===== src/rtl/sram_array_ctrl.sv =====
`default_nettype none
// ============================================================================
// Module   : sram_array_ctrl
// Purpose  : DEPTH x WIDTH behavioural SRAM array with its own access
//            sequencer. Every access walks PRECH -> ACCESS -> SENSE -> DONE
//            behind a valid/ready request port, so one op completes every
//            5 cycles.
// Ports    : clk, rst (async, active-high)
//            req_valid/req_ready/req_we/req_addr/req_wdata[/req_wmask]
//            rsp_valid/rsp_err/rsp_rdata
//            pch, wl_active  (phase probes)
// Options  : SRAM_WMASK_EN - adds req_wmask (one enable per byte);
//            WIDTH must then be a multiple of 8.
// Revision : 1.0 - initial release
// ============================================================================
module sram_array_ctrl #(
  parameter int WIDTH = 32,
  parameter int DEPTH = 64,
  parameter int AW    = $clog2(DEPTH)
) (
  input  logic             clk,
  input  logic             rst,
  input  logic             req_valid,
  output logic             req_ready,
  input  logic             req_we,
  input  logic [AW-1:0]    req_addr,
  input  logic [WIDTH-1:0] req_wdata,
`ifdef SRAM_WMASK_EN
  input  logic [WIDTH/8-1:0] req_wmask,
`endif
  output logic             rsp_valid,
  output logic             rsp_err,
  output logic [WIDTH-1:0] rsp_rdata,
  output logic             pch,
  output logic             wl_active
);

  // One bit wider than the address so addresses >= DEPTH compare correctly
  // even when DEPTH is an exact power of two.
  localparam logic [AW:0] DEPTH_EXT = (AW+1)'(DEPTH);

  typedef enum logic [2:0] {
    ST_IDLE   = 3'd0,
    ST_PRECH  = 3'd1,
    ST_ACCESS = 3'd2,
    ST_SENSE  = 3'd3,
    ST_DONE   = 3'd4
  } state_t;

  state_t             state_q, state_d;
  logic               we_q, we_d;
  logic [AW-1:0]      addr_q, addr_d;
  logic [WIDTH-1:0]   wdata_q, wdata_d;
  logic               err_q, err_d;
  logic [WIDTH-1:0]   rdata_q, rdata_d;
`ifdef SRAM_WMASK_EN
  logic [WIDTH/8-1:0] wmask_q, wmask_d;
`endif

  // Array contents are deliberately not reset.
  logic [WIDTH-1:0]   mem [DEPTH];

  logic               w_commit;
  logic [AW-1:0]      w_idx;

  // Out-of-range ops never touch the array: steer the index to word 0 and
  // gate the write/read with err_q instead.
  assign w_idx    = err_q ? '0 : addr_q;
  assign w_commit = (state_q == ST_ACCESS) && we_q && !err_q;

  always_comb begin
    state_d   = state_q;
    we_d      = we_q;
    addr_d    = addr_q;
    wdata_d   = wdata_q;
    err_d     = err_q;
    rdata_d   = rdata_q;
`ifdef SRAM_WMASK_EN
    wmask_d   = wmask_q;
`endif
    req_ready = 1'b0;
    pch       = 1'b0;
    wl_active = 1'b0;
    rsp_valid = 1'b0;
    rsp_err   = 1'b0;

    case (state_q)
      ST_IDLE: begin
        req_ready = 1'b1;
        if (req_valid) begin
          state_d = ST_PRECH;
          we_d    = req_we;
          addr_d  = req_addr;
          wdata_d = req_wdata;
          err_d   = ({1'b0, req_addr} >= DEPTH_EXT);
`ifdef SRAM_WMASK_EN
          wmask_d = req_wmask;
`endif
        end
      end
      ST_PRECH: begin
        pch     = 1'b1;
        state_d = ST_ACCESS;
      end
      ST_ACCESS: begin
        wl_active = 1'b1;
        state_d   = ST_SENSE;
      end
      ST_SENSE: begin
        wl_active = 1'b1;
        state_d   = ST_DONE;
        // Write responses leave rsp_rdata untouched; bad reads return zero.
        if (!we_q) begin
          rdata_d = err_q ? '0 : mem[w_idx];
        end
      end
      ST_DONE: begin
        rsp_valid = 1'b1;
        rsp_err   = err_q;
        state_d   = ST_IDLE;
      end
      default: begin
        state_d = ST_IDLE;
      end
    endcase
  end

  always_ff @(posedge clk or posedge rst) begin
    if (rst) begin
      state_q <= ST_IDLE;
      we_q    <= 1'b0;
      addr_q  <= '0;
      wdata_q <= '0;
      err_q   <= 1'b0;
      rdata_q <= '0;
`ifdef SRAM_WMASK_EN
      wmask_q <= '0;
`endif
    end else begin
      state_q <= state_d;
      we_q    <= we_d;
      addr_q  <= addr_d;
      wdata_q <= wdata_d;
      err_q   <= err_d;
      rdata_q <= rdata_d;
`ifdef SRAM_WMASK_EN
      wmask_q <= wmask_d;
`endif
    end
  end

  // An async reset forces state_q to IDLE at once, so an op aborted before
  // the ACCESS-exit edge never reaches this commit.
  always_ff @(posedge clk) begin
    if (w_commit) begin
`ifdef SRAM_WMASK_EN
      for (int b = 0; b < WIDTH/8; b++) begin
        if (wmask_q[b]) begin
          mem[w_idx][8*b +: 8] <= wdata_q[8*b +: 8];
        end
      end
`else
      mem[w_idx] <= wdata_q;
`endif
    end
  end

  assign rsp_rdata = rdata_q;

endmodule
`default_nettype wire


===== config.mk =====
export PLATFORM = sky130hd
export DESIGN_NAME = sram_array_ctrl
export DESIGN_NICKNAME = d
export VERILOG_FILES = /design/src/rtl/sram_array_ctrl.sv
export SDC_FILE = /design/constraint.sdc
export NUM_CORES = 2
export LEC_CHECK = 0
export CORE_MARGIN = 8
export CORE_UTILIZATION = 34
export DETAILED_ROUTE_END_ITERATION = 8
export PLACE_DENSITY = 0.48
export SETUP_SLACK_MARGIN = 0.3
export SYNTH_ARGS = -nofsm -noshare
export SYNTH_HDL_FRONTEND = slang
export SYNTH_SLANG_ARGS = --single-unit

===== constraint.sdc =====
create_clock -name clk -period 4.38 [get_ports clk]
set_clock_uncertainty 0.15 [all_clocks]
set_input_delay 0.657 -clock clk [delete_from_list [all_inputs] [get_ports clk]]
set_output_delay 0.657 -clock clk [all_outputs]
set_load 0.02 [all_outputs]

# Yosys cells after proc, flatten, opt, wreduce, memory -nomap -nowiden
# Memory sizes are Yosys's and may differ from the RTL's. A register that Yosys moved wholly into a read port is not among the register bits.
# Cells that the tools add are included.
totals:
  regBits: 42
  ramBits: 2048
  in_bits: 42
  memories: 1
op_classes:
  n_eq_ne: 5
  n_mux: 8
  n_bitwise: 1
  reduce_logical: 5
mem_list:
  columns: ["name", "depth", "word_bits", "read_ports", "rd_ports_with_merged_regs", "wr", "line_no", "rtl"]
  rows:
  - ["mem", 64, 32, 1, 1, 1, "61", "logic [WIDTH-1:0] mem [DEPTH];"]
ops:
  columns: ["cell", "n"]
  rows:
  - ["3-bit one-hot mux with 4 select lines", 1]
  - ["3-bit by 2-bit equality test with 1-bit output, second input constant", 2]
  - ["1-bit two-way mux", 6]
  - ["2-bit AND reduction", 2]
  - ["3-bit by 1-bit equality test with 1-bit output, second input constant", 1]
  - ["3-bit equality test, second input constant", 1]
  - ["3-bit logical NOT", 1]
  - ["3-bit two-way mux", 1]
  - ["2-bit != test, second input constant", 1]
  - ["2-bit OR reduction", 1]
  - ["1-bit logical AND", 1]
  - ["1-bit NOT", 1]

# Depth between registers and ports, before layout
logic_depth:
  depth_word: 4
  ltp_mapped: 11
  ltp_nobuf: 7

# Worst setup path before layout
# Ideal clock, no wire load.
synth_timing:
  kind: "reg2reg"
  startpoint: "register addr_q[2]"
  endpoint: "memory mem[13][0], enable pin"
  setup_time_ps: 421
  arrival_time_ps: 3013
  required_ps: 3809
  setup_slack_ps: 796
  path_stages_with_launch: 8
  period_less_slack_ps: 3584
  cell_sequence: "dfrtp_1 > buf_2 > buf_4 > buf_4 > buf_2 > buf_2 > nand3_1 > nor2_1"
synth_lines:
  columns: ["element", "line_no", "rtl"]
  rows:
  - ["from (decl)", "52", "logic [AW-1:0] addr_q, addr_d;"]
  - ["from (signal assigned)", "142", "addr_q <= addr_d;"]
  - ["to (decl)", "61", null]
# Straight into the memory's write port.

==> impl_metrics.tcl <==
set metrics [dict create \
    status "finished clean" \
    grt_pass1_wl_microns 416000 \
    grt_max_degree 70 \
    power.total_mw 66.7 \
    tns_ps 0 \
    grt_pass1_vias 45900 \
    vias 47600 \
    start_kind "flop" \
    track_usage_pct 23.6 \
    drive_gt1_share_pct 21.3 \
    max_freq_ghz 0.265 \
    min_period_over_period_pct 86.2 \
    tightest_slew_ps 1310 \
    ys_ff_latch 2122 \
    synth_fp_nets 4398 \
    cts_tree "yes" \
    netlist_area_sq_um 81300 \
    drt-total-wl_microns 311000 \
    relSlewSlack_pct 12.7 \
    dp.final_hpwl_microns 183000 \
    start_util_pct 34.2 \
    synthFlopType "edfxtp_1" \
    rows 179 \
    cts.reportedPaths.clkPinSlew_ps 60 \
    clockRootBuffer "clkbuf_16" \
    synth.yosys.seq_area_share_pct 77.9 \
    overflow 0 \
    clk_latency_ps 870 \
    io_buffers 77 \
    netlist_instances 4356 \
    ant_nets 0 \
    synth_cell_type_count 65 \
    finalWorstSetupSlack_ps 602 \
    period_needed_ps 3780 \
    setup_viol 0 \
    htree_levels 4 \
    critPathMaxFanout 41 \
    p_leak_nw 30.0 \
    antenna_found_initial 20 \
    dpl_worst_slack_ps 373 \
    async_reset_ff_share_pct 3.49 \
    first_pass_iters 6 \
    gp_congestion 0.821 \
    clock_sinks 2122 \
    wl_per_cell_microns 38.7 \
    core-area_sq_um 238000 \
    first_iter_violations 6989 \
    final_nets 4724 \
    holdWs_ps 123 \
    fill_cells 21500 \
    clockBufferDepth 3 \
    drc 0 \
    die_area_sq_um 255000 \
    peakVddDrop_mv 0.747 \
    syn_to_final_growth_pct 17.2 \
    ys_warn_count 0 \
    syn_area_per_cell_sq_um 18.7 \
    slew_violations 0 \
    worstPathArrival_ps 4360 \
    rsz0062_at_grt "false" \
    die_h_microns 505 \
    cts_hold_buffers 0 \
    endpoint_kind "flop" \
    fp.dieW_microns 505 \
    cts_resized 0 \
    hold_viol 0 \
    postCtsSetupBuffers 0 \
    cap_violations 0 \
    timing_worst_setup_path_type "reg -> reg" \
    vias_per_cell 5.92 \
    hp-class "in -> async" \
    io_pins 79 \
    power.density_nw_per_um2 700 \
    cts_inserted_buffers 220 \
    synth_edf_count 2048 \
    cp_data_required_time_ps 4960 \
]
-- worst max-delay path: stages, from the launching register on --
cell       delay (ps)
dfrtp_4           730
buf_12            410
nor2_4            270
buf_12            260
buf_4             190
a221oi_1          270
nor2_1             80
o21ai_0           540
o2111ai_1         320
o32a_1            360
-- power by group --
part | internal, mW | switching (mW) | total, mW
sequential | 25.9 | 1.78 | 27.7
clock | 9.86 | 7.92 | 17.8
combinational | 6.64 | 14.6 | 21.3
-- cell usage in the layout (no fill, tap or decap), drive strengths merged, types with 90 or more instances in the layout --
| cell | Yosys | layout |
|---|---|---|
| edfxtp | 2048 | 2048 |
| buf | 220 | 332 |
| clkbuf | 85 | 314 |
| mux2i | 289 | 289 |
| a221oi | 238 | 238 |
| nor2 | 189 | 189 |
| mux2 | 166 | 166 |
| a22oi | 157 | 157 |
| mux4 | 126 | 126 |
| o21ai | 124 | 124 |
| a21oi | 111 | 111 |
| o22ai | 90 | 90 |
| nand2 | 90 | 90 |
-- flip-flops by register name, indices dropped and copies added (netlist names) --
signal,count
addr_q,6
state_q,3
mem,2048
wdata_q,32
rsp_rdata,32
we_q,1
-- cell type report --
cell class,instances,area (sq um),share of cell area [%]
antenna,3,7.51,0.00788
multi-input combinational,1923,16900,17.8
sequential,2122,63400,66.6
timing repair buffer,409,4190,4.40
inverter,6,37.5,0.0394
clock buffer,314,6040,6.34
clock inverter,97,681,0.714
tap,3167,3960,4.16
-- Yosys cell counts (all sizes together), types with 38 or more instances --
library cell	n	area, sq um
a21oi	111	556
a221oi	238	2080
a22o	38	333
a22oi	157	1180
buf	220	1270
clkbuf	85	319
dfrtp	74	1850
edfxtp	2048	61500
mux2	166	1870
mux2i	289	2890
mux4	126	2840
nand2	90	338
nor2	189	714
o21ai	124	621
o22ai	90	563
-- stage by stage --
| step | std cells | util (%) | area [sq um] |
|---|---|---|---|
| floorplan | 4356 | - | 81300 |
| global placement | 7627 | 37.2 | 88500 |
| global route | 8039 | 40.0 | 95300 |
| finish | 8041 | 40.1 | 95300 |
| detailed placement | 7627 | 37.2 | 88500 |
| CTS | 8038 | 40.0 | 95300 |
-- kinds of logic (layout without fill, tap and decap cells) --
| logic type | Yosys count | in the layout | synth area share [%] |
|---|---|---|---|
| XOR/XNOR | 1 | 1 | 0.0108 |
| multiplexers | 581 | 581 | 9.35 |
| buffers and inverters | 311 | 826 | 1.98 |
| AND/OR/NAND/NOR | 387 | 387 | 2.11 |
| other | 1 | 4 | 0.00461 |
| flip-flops | 2122 | 2122 | 77.9 |
| AO/OA/AOI/OAI | 953 | 953 | 8.62 |
-- per-layer routing --
metal / vias to the layer above / wire length [microns] / global-route usage (%)
met5: - / 99 / 0
met4: 14 / 11000 / 7.56
met3: 481 / 25400 / 4.05
met2: 2559 / 144000 / 37.5
met1: 25800 / 130000 / 33.1
li1: 18800 / - / -
-- worst paths after layout --
| check | startpoint | end | slack (ps) | cells after the start |
|---|---|---|---|---|
| max in group asynchronous | rst | wdata_q[1] | 3190 | 3 |
| worst min register to register | wdata_q[26] | mem[57][26] | 320 | 0 |
| worst max-delay path | addr_q[2] | rsp_rdata[27] | 600 | 9 |
| worst max register to register | addr_q[2] | rsp_rdata[27] | 600 | 9 |
| min in group clk | req_wdata[8] | wdata_q[8] | 260 | 2 |
| worst min-delay path | rst | wdata_q[25] | 120 | 2 |
(Power assumes the default switching activity.)
